## config.mk

```make
export PLATFORM = sky130hd
export DESIGN_NAME = muldiv_sequencer
export DESIGN_NICKNAME = d
export VERILOG_FILES = /design/src/rtl/riscv_pkg.sv /design/src/rtl/muldiv_iter_dp.sv /design/src/rtl/muldiv_sequencer.sv
export SDC_FILE = /design/constraint.sdc
export NUM_CORES = 1
export LEC_CHECK = 0
export CAP_MARGIN = 20
export CORE_MARGIN = 2
export CORE_UTILIZATION = 58
export CTS_CLUSTER_DIAMETER = 200
export DETAILED_ROUTE_END_ITERATION = 8
export PLACE_DENSITY = 0.83
export SLEW_MARGIN = 20
export SYNTH_ARGS = -nofsm -noshare
export SYNTH_HDL_FRONTEND = slang
export SYNTH_SLANG_ARGS = --single-unit
```

## constraint.sdc

```tcl
create_clock -name clk -period 4.8 [get_ports clk]
set_input_delay 0.48 -clock clk [delete_from_list [all_inputs] [get_ports clk]]
set_output_delay 0.48 -clock clk [all_outputs]
set_load 0.02 [all_outputs]
```

## src/rtl/riscv_pkg.sv

```systemverilog
// Shared RV32 definitions for the M-extension sequencer.
//   FUNCT7_MULDIV : funct7 value marking an M-extension OP instruction
//   md_op_e       : funct3 encodings of the eight M-ops
//   md_state_e    : sequencer FSM states
package riscv_pkg;

    localparam logic [6:0] FUNCT7_MULDIV = 7'b0000001;

    typedef enum logic [2:0] {
        MD_MUL    = 3'd0,
        MD_MULH   = 3'd1,
        MD_MULHSU = 3'd2,
        MD_MULHU  = 3'd3,
        MD_DIV    = 3'd4,
        MD_DIVU   = 3'd5,
        MD_REM    = 3'd6,
        MD_REMU   = 3'd7
    } md_op_e;

    typedef enum logic [1:0] {
        MD_IDLE = 2'd0,
        MD_BUSY = 2'd1,
        MD_DONE = 2'd2
    } md_state_e;

endpackage

```

## src/rtl/muldiv_iter_dp.sv

```systemverilog
// Iterative multiply/divide datapath, one bit per i_step.
//   clk, rst_n : clock, async active-low reset
//   i_load     : load magnitudes (hi=0, lo=a, b=b)
//   i_step     : perform one shift-add (multiply) or restoring-divide step
//   i_div      : 1 = divide step, 0 = multiply step
//   i_a_mag    : |rs1|, multiplier or dividend
//   i_b_mag    : |rs2|, multiplicand or divisor
//   o_hi       : product high half / remainder
//   o_lo       : product low half / quotient
module muldiv_iter_dp #(
    parameter int XLEN = 32
) (
    input  logic            clk,
    input  logic            rst_n,
    input  logic            i_load,
    input  logic            i_step,
    input  logic            i_div,
    input  logic [XLEN-1:0] i_a_mag,
    input  logic [XLEN-1:0] i_b_mag,
    output logic [XLEN-1:0] o_hi,
    output logic [XLEN-1:0] o_lo
);

    logic [XLEN-1:0] r_hi;
    logic [XLEN-1:0] r_lo;
    logic [XLEN-1:0] r_b;

    logic [XLEN:0]   w_add_a;
    logic [XLEN:0]   w_add_b;
    logic            w_cin;
    logic [XLEN+1:0] w_sum;
    logic            w_ge;

    // One XLEN+1 adder serves both modes. Divide subtracts b from the
    // shifted remainder (invert + carry-in); the carry-out means it fits.
    always_comb begin
        if (i_div) begin
            w_add_a = {r_hi, r_lo[XLEN-1]};
            w_add_b = ~{1'b0, r_b};
            w_cin   = 1'b1;
        end else begin
            w_add_a = {1'b0, r_hi};
            w_add_b = r_lo[0] ? {1'b0, r_b} : '0;
            w_cin   = 1'b0;
        end
    end

    assign w_sum = {1'b0, w_add_a} + {1'b0, w_add_b} + {{(XLEN+1){1'b0}}, w_cin};
    assign w_ge  = w_sum[XLEN+1];

    always_ff @(posedge clk or negedge rst_n) begin
        if (!rst_n) begin
            r_hi <= '0;
            r_lo <= '0;
            r_b  <= '0;
        end else if (i_load) begin
            r_hi <= '0;
            r_lo <= i_a_mag;
            r_b  <= i_b_mag;
        end else if (i_step) begin
            if (i_div) begin
                r_hi <= w_ge ? w_sum[XLEN-1:0] : w_add_a[XLEN-1:0];
                r_lo <= {r_lo[XLEN-2:0], w_ge};
            end else begin
                // Product shifts right through hi:lo as multiplier bits retire.
                r_hi <= w_sum[XLEN:1];
                r_lo <= {w_sum[0], r_lo[XLEN-1:1]};
            end
        end
    end

    assign o_hi = r_hi;
    assign o_lo = r_lo;

endmodule

```

## src/rtl/muldiv_sequencer.sv

```systemverilog
// RV32M sequencer for the Execute stage: runs one M-op over the iterative
// datapath, stalls F/D/E while busy and strobes the result for one cycle.
//   clk, rst_n  : clock, async active-low reset
//   md_start_e  : valid M-op in Execute
//   funct3_e    : M-op select (md_op_e)
//   src_a_e     : rs1 value
//   src_b_e     : rs2 value
//   flush_e     : Execute flush, aborts the op
//   stall_md    : hold PC, F/D and D/E
//   md_result_e : result, qualified by md_valid_e
//   md_valid_e  : one-cycle result strobe
//
// state | meaning
// IDLE  | waiting for md_start_e; latches operands on start
// BUSY  | one datapath step per cycle, XLEN steps
// DONE  | result presented with md_valid_e for one cycle
module muldiv_sequencer
    import riscv_pkg::*;
#(
    parameter int XLEN      = 32,
    parameter bit FAST_SPEC = 1'b1
) (
    input  logic            clk,
    input  logic            rst_n,
    input  logic            md_start_e,
    input  logic [2:0]      funct3_e,
    input  logic [XLEN-1:0] src_a_e,
    input  logic [XLEN-1:0] src_b_e,
    input  logic            flush_e,
    output logic            stall_md,
    output logic [XLEN-1:0] md_result_e,
    output logic            md_valid_e
);

    localparam int              CW   = $clog2(XLEN);
    localparam logic [CW-1:0]   LAST = CW'(XLEN - 1);

    md_state_e       r_state, w_state_nxt;
    logic [CW-1:0]   r_count;
    md_op_e          r_op;
    logic            r_neg_a, r_neg_b, r_special;
    logic [XLEN-1:0] r_spec_res, r_result;

    md_op_e          w_op;
    logic            w_start, w_sgn_a, w_sgn_b, w_neg_a, w_neg_b;
    logic            w_b_zero, w_ovf, w_special;
    logic [XLEN-1:0] w_a_mag, w_b_mag, w_spec_res;
    logic [XLEN-1:0] w_hi, w_lo, w_q, w_r, w_final;
    logic [2*XLEN-1:0] w_prod;

    assign w_op    = md_op_e'(funct3_e);
    assign w_start = (r_state == MD_IDLE) && md_start_e && !flush_e;

    // MUL low half is sign-agnostic, so it runs unsigned.
    assign w_sgn_a = (w_op == MD_MULH) || (w_op == MD_MULHSU) || (w_op == MD_DIV) || (w_op == MD_REM);
    assign w_sgn_b = (w_op == MD_MULH) || (w_op == MD_DIV) || (w_op == MD_REM);
    assign w_neg_a = w_sgn_a && src_a_e[XLEN-1];
    assign w_neg_b = w_sgn_b && src_b_e[XLEN-1];
    assign w_a_mag = w_neg_a ? -src_a_e : src_a_e;
    assign w_b_mag = w_neg_b ? -src_b_e : src_b_e;

    // Divide-by-zero and signed overflow have architecturally fixed results.
    assign w_b_zero   = (src_b_e == '0);
    assign w_ovf      = ((w_op == MD_DIV) || (w_op == MD_REM)) &&
                        (src_a_e == {1'b1, {(XLEN-1){1'b0}}}) && (src_b_e == '1);
    assign w_special  = funct3_e[2] && (w_b_zero || w_ovf);
    assign w_spec_res = w_b_zero ? (funct3_e[1] ? src_a_e : '1)
                                 : (funct3_e[1] ? '0 : src_a_e);

    always_comb begin
        w_state_nxt = r_state;
        stall_md    = 1'b0;
        md_valid_e  = 1'b0;
        case (r_state)
            MD_IDLE: begin
                if (md_start_e && !flush_e) begin
                    stall_md    = 1'b1;
                    w_state_nxt = (FAST_SPEC && w_special) ? MD_DONE : MD_BUSY;
                end
            end
            MD_BUSY: begin
                if (flush_e) begin
                    w_state_nxt = MD_IDLE;
                end else begin
                    stall_md = 1'b1;
                    if (r_count == LAST) w_state_nxt = MD_DONE;
                end
            end
            MD_DONE: begin
                md_valid_e  = !flush_e;
                w_state_nxt = MD_IDLE;
            end
            default: w_state_nxt = MD_IDLE;
        endcase
    end

    muldiv_iter_dp #(.XLEN(XLEN)) u_dp (
        .clk     (clk),
        .rst_n   (rst_n),
        .i_load  (w_start),
        .i_step  ((r_state == MD_BUSY) && !flush_e),
        .i_div   (r_op[2]),
        .i_a_mag (w_a_mag),
        .i_b_mag (w_b_mag),
        .o_hi    (w_hi),
        .o_lo    (w_lo)
    );

    assign w_prod = (r_neg_a ^ r_neg_b) ? -{w_hi, w_lo} : {w_hi, w_lo};
    assign w_q    = (r_neg_a ^ r_neg_b) ? -w_lo : w_lo;
    assign w_r    = r_neg_a ? -w_hi : w_hi;

    always_comb begin
        w_final = '0;
        if (r_special) begin
            w_final = r_spec_res;
        end else begin
            case (r_op)
                MD_MUL:                        w_final = w_prod[XLEN-1:0];
                MD_MULH, MD_MULHSU, MD_MULHU:  w_final = w_prod[2*XLEN-1:XLEN];
                MD_DIV, MD_DIVU:               w_final = w_q;
                default:                       w_final = w_r;
            endcase
        end
    end

    always_ff @(posedge clk or negedge rst_n) begin
        if (!rst_n) begin
            r_state    <= MD_IDLE;
            r_count    <= '0;
            r_op       <= MD_MUL;
            r_neg_a    <= 1'b0;
            r_neg_b    <= 1'b0;
            r_special  <= 1'b0;
            r_spec_res <= '0;
            r_result   <= '0;
        end else begin
            r_state <= w_state_nxt;
            r_count <= ((r_state == MD_BUSY) && !flush_e) ? r_count + 1'b1 : '0;
            if (w_start) begin
                r_op       <= w_op;
                r_neg_a    <= w_neg_a;
                r_neg_b    <= w_neg_b;
                r_special  <= w_special;
                r_spec_res <= w_spec_res;
            end
            if (md_valid_e) r_result <= w_final;
        end
    end

    // Live value during DONE, then the captured copy until the next DONE.
    assign md_result_e = md_valid_e ? w_final : r_result;

endmodule

```

==> impl_metrics.py, run 1 <==
metrics = {
    "critical_path": {
        "cpLargestDelayFamily": "simple AND/OR/NAND/NOR gates",
        "crit_path_start_kind": "flop",
        "cp_num_buf_inv": 1,
        "worstPathRequired_ns": 4.32,
        "worst_ep_arrival_time_ns": 4.18,
        "r2r_slack_ns": 0.71,
        "reg2reg_from": "u_dp.o_lo[0]",
        "reg2reg_depth": 15,
        "end_kind": "primary output",
        "cp_common_cell": "or3_1",
        "cp_max_fo": 6,
        "worstSetupPathType": "reg2out",
        "cp_cell_sequence": "or4_1, or3_1, or3_1, o31ai_2, o21ai_0, mux2i_1, a2111oi_2, a21oi_1, clkdlybuf4s50_1",
        "slowest_stage": "or4_1",
        "worstReg2RegEnd": "u_dp.o_hi[17]",
        "worst_path_largest_cell_delay_ns": 0.58,
    },
    "routing": {
        "drcViolationCount": 0,
        "viasPerCell": 6.69,
        "drtAntennaViolNets": 0,
        "drt_wl_total_mm": 49.3,
        "drt-pass1-iter-count": 6,
        "wl_per_cell_um": 21.9,
        "num_vias": 15100,
        "drt-initial-drc-count": 2032,
    },
    "cts": {
        "htree_levels": 4,
        "clock_latency_ns": 0.44,
        "clockBufferDepth": 2,
        "clock-sinks": 173,
        "clkTransAtPathRegs_ns": 0.08,
        "post_cts_buffers": 0,
        "clock-root-buffer": "clkbuf_16",
        "cts_tree": "built",
        "numCtsBuffers": 17,
    },
    "timing": {
        "rsz0062_at_grt": "false",
        "relSlewSlack_pct": 32.3,
        "finClkSkew_ns": 0.0163,
        "fin_tns_setup_ns": 0,
        "fmax_mhz": 215,
        "finalCriticalPeriod_ns": 4.66,
        "report.final.slew_viol_count": 0,
        "fin_crit_sh_pct": 97.1,
        "worst_slew_pin_slew_ns": 1.02,
        "hold_viol": 0,
        "finalSetupViolCount": 0,
    },
    "floorplanning": {
        "start_util_pct": 59.3,
        "placementRows": 57,
        "die_w_um": 162,
        "dieArea_um2": 26200,
        "fp.dieH_um": 162,
        "core_area_um2": 24400,
        "top_level_ports": 105,
    },
    "layout": {
        "multiInputGateArea_um2": 9410,
        "stdcell_count": 2253,
        "seqCellArea_um2": 4330,
        "drive_above_1_share_pct": 6.64,
        "nNetsFinal": 2028,
        "fillers": 2038,
        "area_growth_pct": 12.9,
        "antenna_cells": 0,
    },
    "synth": {
        "synth_mux_area_share_pct": 4.13,
        "synth-simple-area-share_pct": 18.3,
        "synth_area_leaders": "dfrtp_1, o21ai_0, nand2_1",
        "seq_area_frac_synth_pct": 29.9,
        "synth_edf_count": 0,
        "synth-xor-area-share_pct": 10.2,
        "yosysTopAreaCell": "dfrtp_1",
        "synth_area_um2": 14500,
        "synth_compound_area_share_pct": 28.4,
        "syn_nets": 2017,
        "synthFlopType": "dfrtp_1",
        "synth_top_family_by_area": "compound AO/OA/AOI/OAI gates",
        "synth-seq-cells": 173,
        "syn_avg_cell_area_um2": 7.60,
        "synth_cells": 1905,
        "synth_fa_ha_area_share_pct": 3.65,
        "synth_most_common_cell": "o21ai_0",
        "yosysWarnings": 0,
        "synthArstFlopShare_pct": 100,
        "synth_common_cells": "o21ai_0, nand2_1, dfrtp_1",
        "yosysUniqueCellTypes": 71,
        "netlist.area_leader.share_pct": 29.9,
    },
    "place": {
        "dp.cells": 2220,
        "dp_hpwl_mm": 36.4,
        "gp_congestion": 1.06,
        "io_buffers": 104,
    },
    "power": {
        "p_leak_nw": 6.52,
        "ir_drop_mv": 0.304,
        "powerDensity_nw_per_um2": 506,
    },
    "job": {
        "drv_cap": 0,
    },
    "hold_path": {
        "hold_class": "in2async",
    },
    "global_route": {
        "antenna_found_initial": 0,
        "overflow": 0,
        "grt_max_degree": 174,
        "grt_use_total_pct": 37.3,
        "grt_pass1_vias": 13700,
        "grt_pass1_wl_mm": 76.8,
    },
    "run_status": {
        "status": "completed",
    },
}
worst max-delay path by stage:
| stage | to | cells past startpoint | startpoint | slack [ns] |
|---|---|---|---|---|
| after floorplan | u_dp.o_hi[25] | 15 | r_op[2] | 0.72 |
| after global placement | md_result_e[21] | 9 | u_dp.o_lo[29] | 0.54 |
| after detailed placement | md_result_e[21] | 9 | u_dp.o_lo[29] | 0.46 |
| after CTS | md_result_e[21] | 9 | u_dp.o_lo[29] | 0.08 |
| after global routing | md_result_e[4] | 10 | u_dp.o_lo[11] | 0.009 |
| final | md_result_e[21] | 9 | u_dp.o_lo[29] | 0.14 |
cell usage in the layout, fill, tap and decap left out, types with 11 or more instances in the layout:
cell             count
a31oi_1             32
xor2_1              86
xnor2_1             80
o31ai_1             22
o21ai_1             15
clkbuf_16           17
nand4_1             19
ha_1                38
dfrtp_1            172
clkdlybuf4s50_1    102
and3_1              14
mux2_2              22
o211ai_1            42
o21ai_0            316
or3_1               22
a211oi_1            11
inv_1               34
or4_1               16
nand3_1             27
a21o_1              17
o22ai_1             21
nor2_1              96
a21oi_1            164
buf_4               43
mux2i_1             35
nand2_1            263
o221ai_1            32
nor3_1              34
nor4_1              22
cell type report:
| class | count | area share [%] |
|---|---|---|
| clock buffer | 18 | 2.63 |
| clock inverter | 14 | 1.07 |
| inverter | 36 | 0.827 |
| multi-input combinational | 1537 | 57.6 |
| sequential | 173 | 26.5 |
| tap | 324 | 2.48 |
| timing repair buffer | 151 | 8.91 |
power by group:
group,leakage (nW),switching [mW],internal [mW]
Clock,0.292,0.710,0.706
Combinational,3.99,2.87,1.64
Sequential,2.24,0.576,1.76
Total,6.52,4.15,4.11
sequential cells by signal, summed over array words and instances (netlist names):
name        count
r_special       1
r_count         5
u_dp.r_b       32
r_result       32
r_neg_b         1
r_op            3
u_dp.o_hi      32
r_neg_a         1
r_spec_res     32
u_dp.o_lo      32
r_state         2
per-stage QoR:
stage / power [mW] / cell area [um^2] / hold WS (ns) / worst slack, ns / util, %
finish: 8.26 / 16300 / 0.133 / 0.140 / 67.0
global route: 8.74 / 16300 / 0.272 / 0.00912 / 67.0
CTS: 8.08 / 16300 / 0.262 / 0.0799 / 66.8
detailed placement: 6.65 / 15700 / 0.462 / 0.460 / 64.3
global placement: 6.60 / 15700 / 0.455 / 0.539 / 64.3
floorplan: 5.26 / 14500 / 0.184 / 0.720 / -
logic make-up after synthesis:
family	Yosys count
multiplexers	57
adder cells (fa/ha/maj)	41
XOR/XNOR	168
AO/OA/AOI/OAI	709
flip-flops	173
AND/OR/NAND/NOR	562
buffers and inverters	195
repair_timing:
action | 4_1_cts | 5_1_grt
endpoints found under the setup margin | 1 | 4
hold buffers | 0 | 0
gates resized for setup | 1 | 5
metal layers:
metal,GRT usage (%),vias to the layer above,share of wire [%]
met2,54.4,839,43
met3,8.43,121,10
li1,-,6922,-
met4,12.3,0,3.5
met1,54.8,7192,43
met5,0,-,0
Note: power is estimated with default switching activity, not from simulation.
==> inputs of run 2 (changes only) <==
--- a/config.mk
+++ b/config.mk
@@ -10,7 +10,7 @@
 export CORE_UTILIZATION = 58
 export CTS_CLUSTER_DIAMETER = 200
 export DETAILED_ROUTE_END_ITERATION = 8
-export PLACE_DENSITY = 0.83
+export PLACE_DENSITY = 0.85
 export SLEW_MARGIN = 20
 export SYNTH_ARGS = -nofsm -noshare
 export SYNTH_HDL_FRONTEND = slang
==> impl_metrics.py, run 2 (synthesis gave the netlist of run 1 again) <==
metrics = {
    "place": {
        "gp_congestion": 0.969,
        "dp_hpwl_mm": 35.8,
        "io_buffers": 104,
    },
    "global_route": {
        "grt_use_total_pct": 37.3,
        "grt_max_degree": 165,
        "overflow": 0,
        "antenna_found_initial": 2,
        "grt_pass1_vias": 13700,
        "grt_pass1_wl_mm": 77.1,
    },
    "routing": {
        "drtAntennaViolNets": 0,
        "drt-pass1-iter-count": 6,
        "drt-initial-drc-count": 2443,
        "viasPerCell": 6.67,
        "drcViolationCount": 0,
        "num_vias": 15000,
        "drt_wl_total_mm": 48.9,
        "wl_per_cell_um": 21.8,
    },
    "timing": {
        "fin_tns_setup_ns": 0,
        "report.final.slew_viol_count": 0,
        "fmax_mhz": 211,
        "worst_slew_pin_slew_ns": 0.966,
        "hold_viol": 0,
        "hold_slack_ns": 0.0325,
        "relSlewSlack_pct": 35.2,
        "finalCriticalPeriod_ns": 4.73,
        "fin_crit_sh_pct": 98.6,
        "finClkSkew_ns": 0.0208,
        "finalSetupViolCount": 0,
        "rsz0062_at_grt": "false",
    },
    "critical_path": {
        "worstPathRequired_ns": 4.32,
        "crit_path_start_kind": "flop",
        "worstReg2RegEnd": "u_dp.o_hi[10]",
        "worst_path_largest_cell_delay_ns": 0.75,
        "cp_cell_sequence": "or4_4, or4_4, or4_1, a21o_1, a21oi_1, a221oi_1, o21ai_1, clkdlybuf4s50_1",
        "worstSetupPathType": "reg2out",
        "reg2reg_depth": 14,
        "crit_start": "u_dp.o_lo[23]",
        "worst_ep_arrival_time_ns": 4.25,
        "r2r_slack_ns": 0.62,
        "end_kind": "primary output",
        "cp_num_buf_inv": 1,
        "reg2reg_from": "u_dp.o_lo[0]",
        "cp_common_cell": "or4_4",
        "cp_max_fo": 7,
        "cpLargestDelayFamily": "simple AND/OR/NAND/NOR gates",
        "slowest_stage": "or4_1",
    },
    "cts": {
        "ctsResizeCount": 0,
        "clkTransAtPathRegs_ns": 0.09,
        "post_cts_buffers": 0,
        "htree_levels": 4,
        "cts_tree": "built",
        "numCtsBuffers": 17,
        "clock-root-buffer": "clkbuf_16",
        "holdBufCountCts": 0,
        "clock_latency_ns": 0.46,
        "clockBufferDepth": 2,
        "clock-sinks": 173,
    },
    "layout": {
        "nNetsFinal": 2023,
        "area_growth_pct": 12.8,
        "final_cell_mix": "o21ai_0, nand2_1, dfrtp_1, a21oi_1, clkdlybuf4s50_1",
        "final_common_cell": "o21ai_0",
        "drive_above_1_share_pct": 6.44,
        "antenna_cells": 0,
    },
    "power": {
        "p_leak_nw": 6.50,
        "ir_drop_mv": 0.354,
        "powerDensity_nw_per_um2": 506,
    },
    "floorplanning": {
        "top_level_ports": 105,
        "dieArea_um2": 26200,
        "start_util_pct": 59.3,
        "fp.dieH_um": 162,
        "core_area_um2": 24400,
        "placementRows": 57,
        "die_w_um": 162,
    },
    "run_status": {
        "status": "completed",
    },
    "job": {
        "drv_cap": 0,
    },
    "hold_path": {
        "hold_class": "in2async",
    },
}
-- run 2: changes by cell type in the layout (fill, tap and decap cells not counted) --
cell,delta
buf_12,+1
buf_16,-1
buf_4,-5
clkbuf_1,-1
clkinv_4,-3
clkinv_8,+1
clkinvlp_4,+1
inv_12,+2
nor3_1,+1
nor3_2,-1
nor4_1,-1
nor4_4,+1
-- run 2: routing by layer --
metal,part of all wire (%),global-route usage [%]
met5,0.022,0
met4,2.9,10.4
met3,11,8.50
met2,44,56.5
met1,42,53.7
-- run 2: final cells by class --
type,instances,area [um^2]
Inverter,36,135
Tap cell,324,405
Multi-Input combinational cell,1537,9420
Fill cell,2088,8060
Clock inverter,15,205
Clock buffer,17,425
Timing Repair Buffer,146,1410
Sequential cell,173,4330
-- run 2: per-stage QoR --
step / power (mW) / instances / worst slack [ns] / cell area [um^2] / utilization, %
6_report: 8.27 / 2248 / 0.0694 / 16300 / 67.0
3_3_place_gp: 6.52 / 2216 / 0.586 / 15700 / 64.3
4_1_cts: 8.08 / 2248 / 0.000660 / 16300 / 66.8
3_5_place_dp: 6.57 / 2216 / 0.487 / 15700 / 64.3
2_1_floorplan: 5.26 / 1905 / 0.720 / 14500 / -
5_1_grt: 8.73 / 2248 / 0.00388 / 16300 / 67.0
-- run 2: worst max path at each step --
| stage | end | slack (ns) | cells past startpoint |
|---|---|---|---|
| 2_1_floorplan | u_dp.o_hi[25] | 0.72 | 15 |
| 3_3_place_gp | md_result_e[21] | 0.59 | 9 |
| 3_5_place_dp | md_result_e[21] | 0.49 | 9 |
| 4_1_cts | md_result_e[21] | 0.0007 | 9 |
| 5_1_grt | md_result_e[30] | 0.004 | 8 |
| 6_report | md_result_e[30] | 0.07 | 8 |
-- run 2: report_power, final --
part           switching, mW  total, mW  internal (mW)
registers              0.604       2.36           1.76
logic                   2.80       4.42           1.62
clock network          0.767       1.49          0.721
total                   4.17       8.27           4.10
==> inputs of run 3 (changes only) <==
--- a/config.mk
+++ b/config.mk
@@ -8,6 +8,7 @@
 export CAP_MARGIN = 20
 export CORE_MARGIN = 2
 export CORE_UTILIZATION = 58
+export CTS_BUF_LIST = sky130_fd_sc_hd__clkbuf_8 sky130_fd_sc_hd__clkbuf_16
 export CTS_CLUSTER_DIAMETER = 200
 export DETAILED_ROUTE_END_ITERATION = 8
 export PLACE_DENSITY = 0.85
@@ -15,3 +16,4 @@
 export SYNTH_ARGS = -nofsm -noshare
 export SYNTH_HDL_FRONTEND = slang
 export SYNTH_SLANG_ARGS = --single-unit
+export TNS_END_PERCENT = 10
==> impl_metrics.py, run 3 (synthesis gave the netlist of run 1 again) <==
metrics = {
    "run_status": {
        "status": "completed",
    },
    "layout": {
        "antenna_cells": 0,
        "stdcell_count": 2248,
        "seqCellArea_um2": 4330,
        "nNetsFinal": 2023,
        "drive_above_1_share_pct": 6.39,
        "multiInputGateArea_um2": 9410,
        "final_cell_mix": "o21ai_0, nand2_1, dfrtp_1, a21oi_1, clkdlybuf4s50_1",
        "area_growth_pct": 12.8,
        "fillers": 2090,
        "final_common_cell": "o21ai_0",
    },
    "timing": {
        "hold_viol": 0,
        "finalWorstSetupSlack_ns": 0.0166,
        "fin_crit_sh_pct": 99.7,
        "report.final.slew_viol_count": 0,
        "relSlewSlack_pct": 35.8,
        "rsz0062_at_grt": "true",
        "finClkSkew_ns": 0.0215,
        "finalSetupViolCount": 0,
        "worst_slew_pin_slew_ns": 0.957,
        "fin_tns_setup_ns": 0,
        "finalCriticalPeriod_ns": 4.78,
        "fmax_mhz": 209,
    },
    "routing": {
        "drt-initial-drc-count": 2418,
        "drt_wl_total_mm": 48.9,
        "wl_per_cell_um": 21.8,
        "drtAntennaViolNets": 0,
        "drt-pass1-iter-count": 6,
        "drcViolationCount": 0,
        "viasPerCell": 6.65,
        "num_vias": 15000,
    },
    "global_route": {
        "globalRouteMet3Util_pct": 8.50,
        "overflow": 0,
        "grt_max_degree": 165,
        "antenna_found_initial": 2,
        "grt_pass1_wl_mm": 77.1,
        "met1_usage_pct": 53.7,
        "grt_use_total_pct": 37.3,
        "grt_pass1_vias": 13700,
        "use_met2_pct": 56.5,
        "busiest_layer": "met2",
    },
    "cts": {
        "clock_latency_ns": 0.46,
        "htree_levels": 4,
        "clockBufferDepth": 2,
        "clkTransAtPathRegs_ns": 0.09,
        "numCtsBuffers": 17,
        "clock-root-buffer": "clkbuf_16",
        "cts_tree": "built",
        "clock-sinks": 173,
    },
    "floorplanning": {
        "core_area_um2": 24400,
        "dieArea_um2": 26200,
        "start_util_pct": 59.3,
        "die_w_um": 162,
        "top_level_ports": 105,
        "placementRows": 57,
        "fp.dieH_um": 162,
    },
    "place": {
        "dp.cells": 2216,
        "gp_congestion": 0.969,
        "io_buffers": 104,
        "dpl_worst_slack_ns": 0.487,
        "dp_hpwl_mm": 35.8,
    },
    "critical_path": {
        "end_kind": "primary output",
        "cp_max_fo": 6,
        "worstPathRequired_ns": 4.32,
        "crit_path_start_kind": "flop",
        "worstSetupPathType": "reg2out",
        "worst_ep_arrival_time_ns": 4.30,
    },
    "job": {
        "drv_cap": 0,
    },
    "power": {
        "powerDensity_nw_per_um2": 506,
        "ir_drop_mv": 0.351,
        "power.total_mw": 8.27,
        "p_leak_nw": 6.50,
    },
    "hold_path": {
        "hold_class": "in2async",
    },
}
==> run 3: where the power goes <==
part           internal (mW)  total [mW]  switching, mW
registers               1.76        2.36          0.604
logic                   1.62        4.42           2.79
clock network          0.721        1.49          0.769
total                   4.10        8.27           4.17
==> run 3: critical path, cell delays in order (launching register included) <==
cell and delay (ns):
dfrtp_1 0.46, or4_1 0.56, or3_1 0.43, or3_1 0.37, o31ai_2 0.34, o21ai_0 0.26
mux2i_1 0.17, a2111oi_1 0.59, a21oi_1 0.11, clkdlybuf4s50_1 0.58
==> run 3: final timing paths <==
path	cells after the start	slack [ns]	from	endpoint
worst min-delay path	1	0.04	rst_n	u_dp.r_b[27]
worst max register to register	12	0.59	r_op[2]	u_dp.o_hi[25]
max in group asynchronous	2	3.58	rst_n	r_result[15]
worst min register to register	2	0.49	r_spec_res[31]	r_spec_res[31]
min in group clk	2	0.49	r_spec_res[31]	r_spec_res[31]
worst max-delay path	9	0.02	u_dp.o_lo[28]	md_result_e[21]
==> run 3: timing repair <==
action,CTS,global route
gates resized for setup,0,6
hold buffers,0,0
setup endpoints to repair,0,7
setup buffers,0,0
==> run 3: layout make-up <==
type,instances,area share (%)
clock inverters,15,1.26
clock buffers,17,2.61
well taps,324,2.48
flip-flops and latches,173,26.5
repair buffers,146,8.64
inverters,36,0.828
multi-input cells,1537,57.6
==> run 3: routing by layer <==
layer	routed length (um)	vias to the layer above
li1	-	6928
met1	20900	7114
met2	21600	811
met3	5120	97
met4	1280	2
met5	11	-
==> run 3: per-stage QoR <==
stage | utilization (%) | area, um^2 | hold WS (ns)
after detailed placement | 64.3 | 15700 | 0.467
after global placement | 64.3 | 15700 | 0.457
after global routing | 66.9 | 16300 | 0.105
final | 66.9 | 16300 | 0.0372
after floorplan | - | 14500 | 0.184
after CTS | 66.8 | 16300 | 0.0698
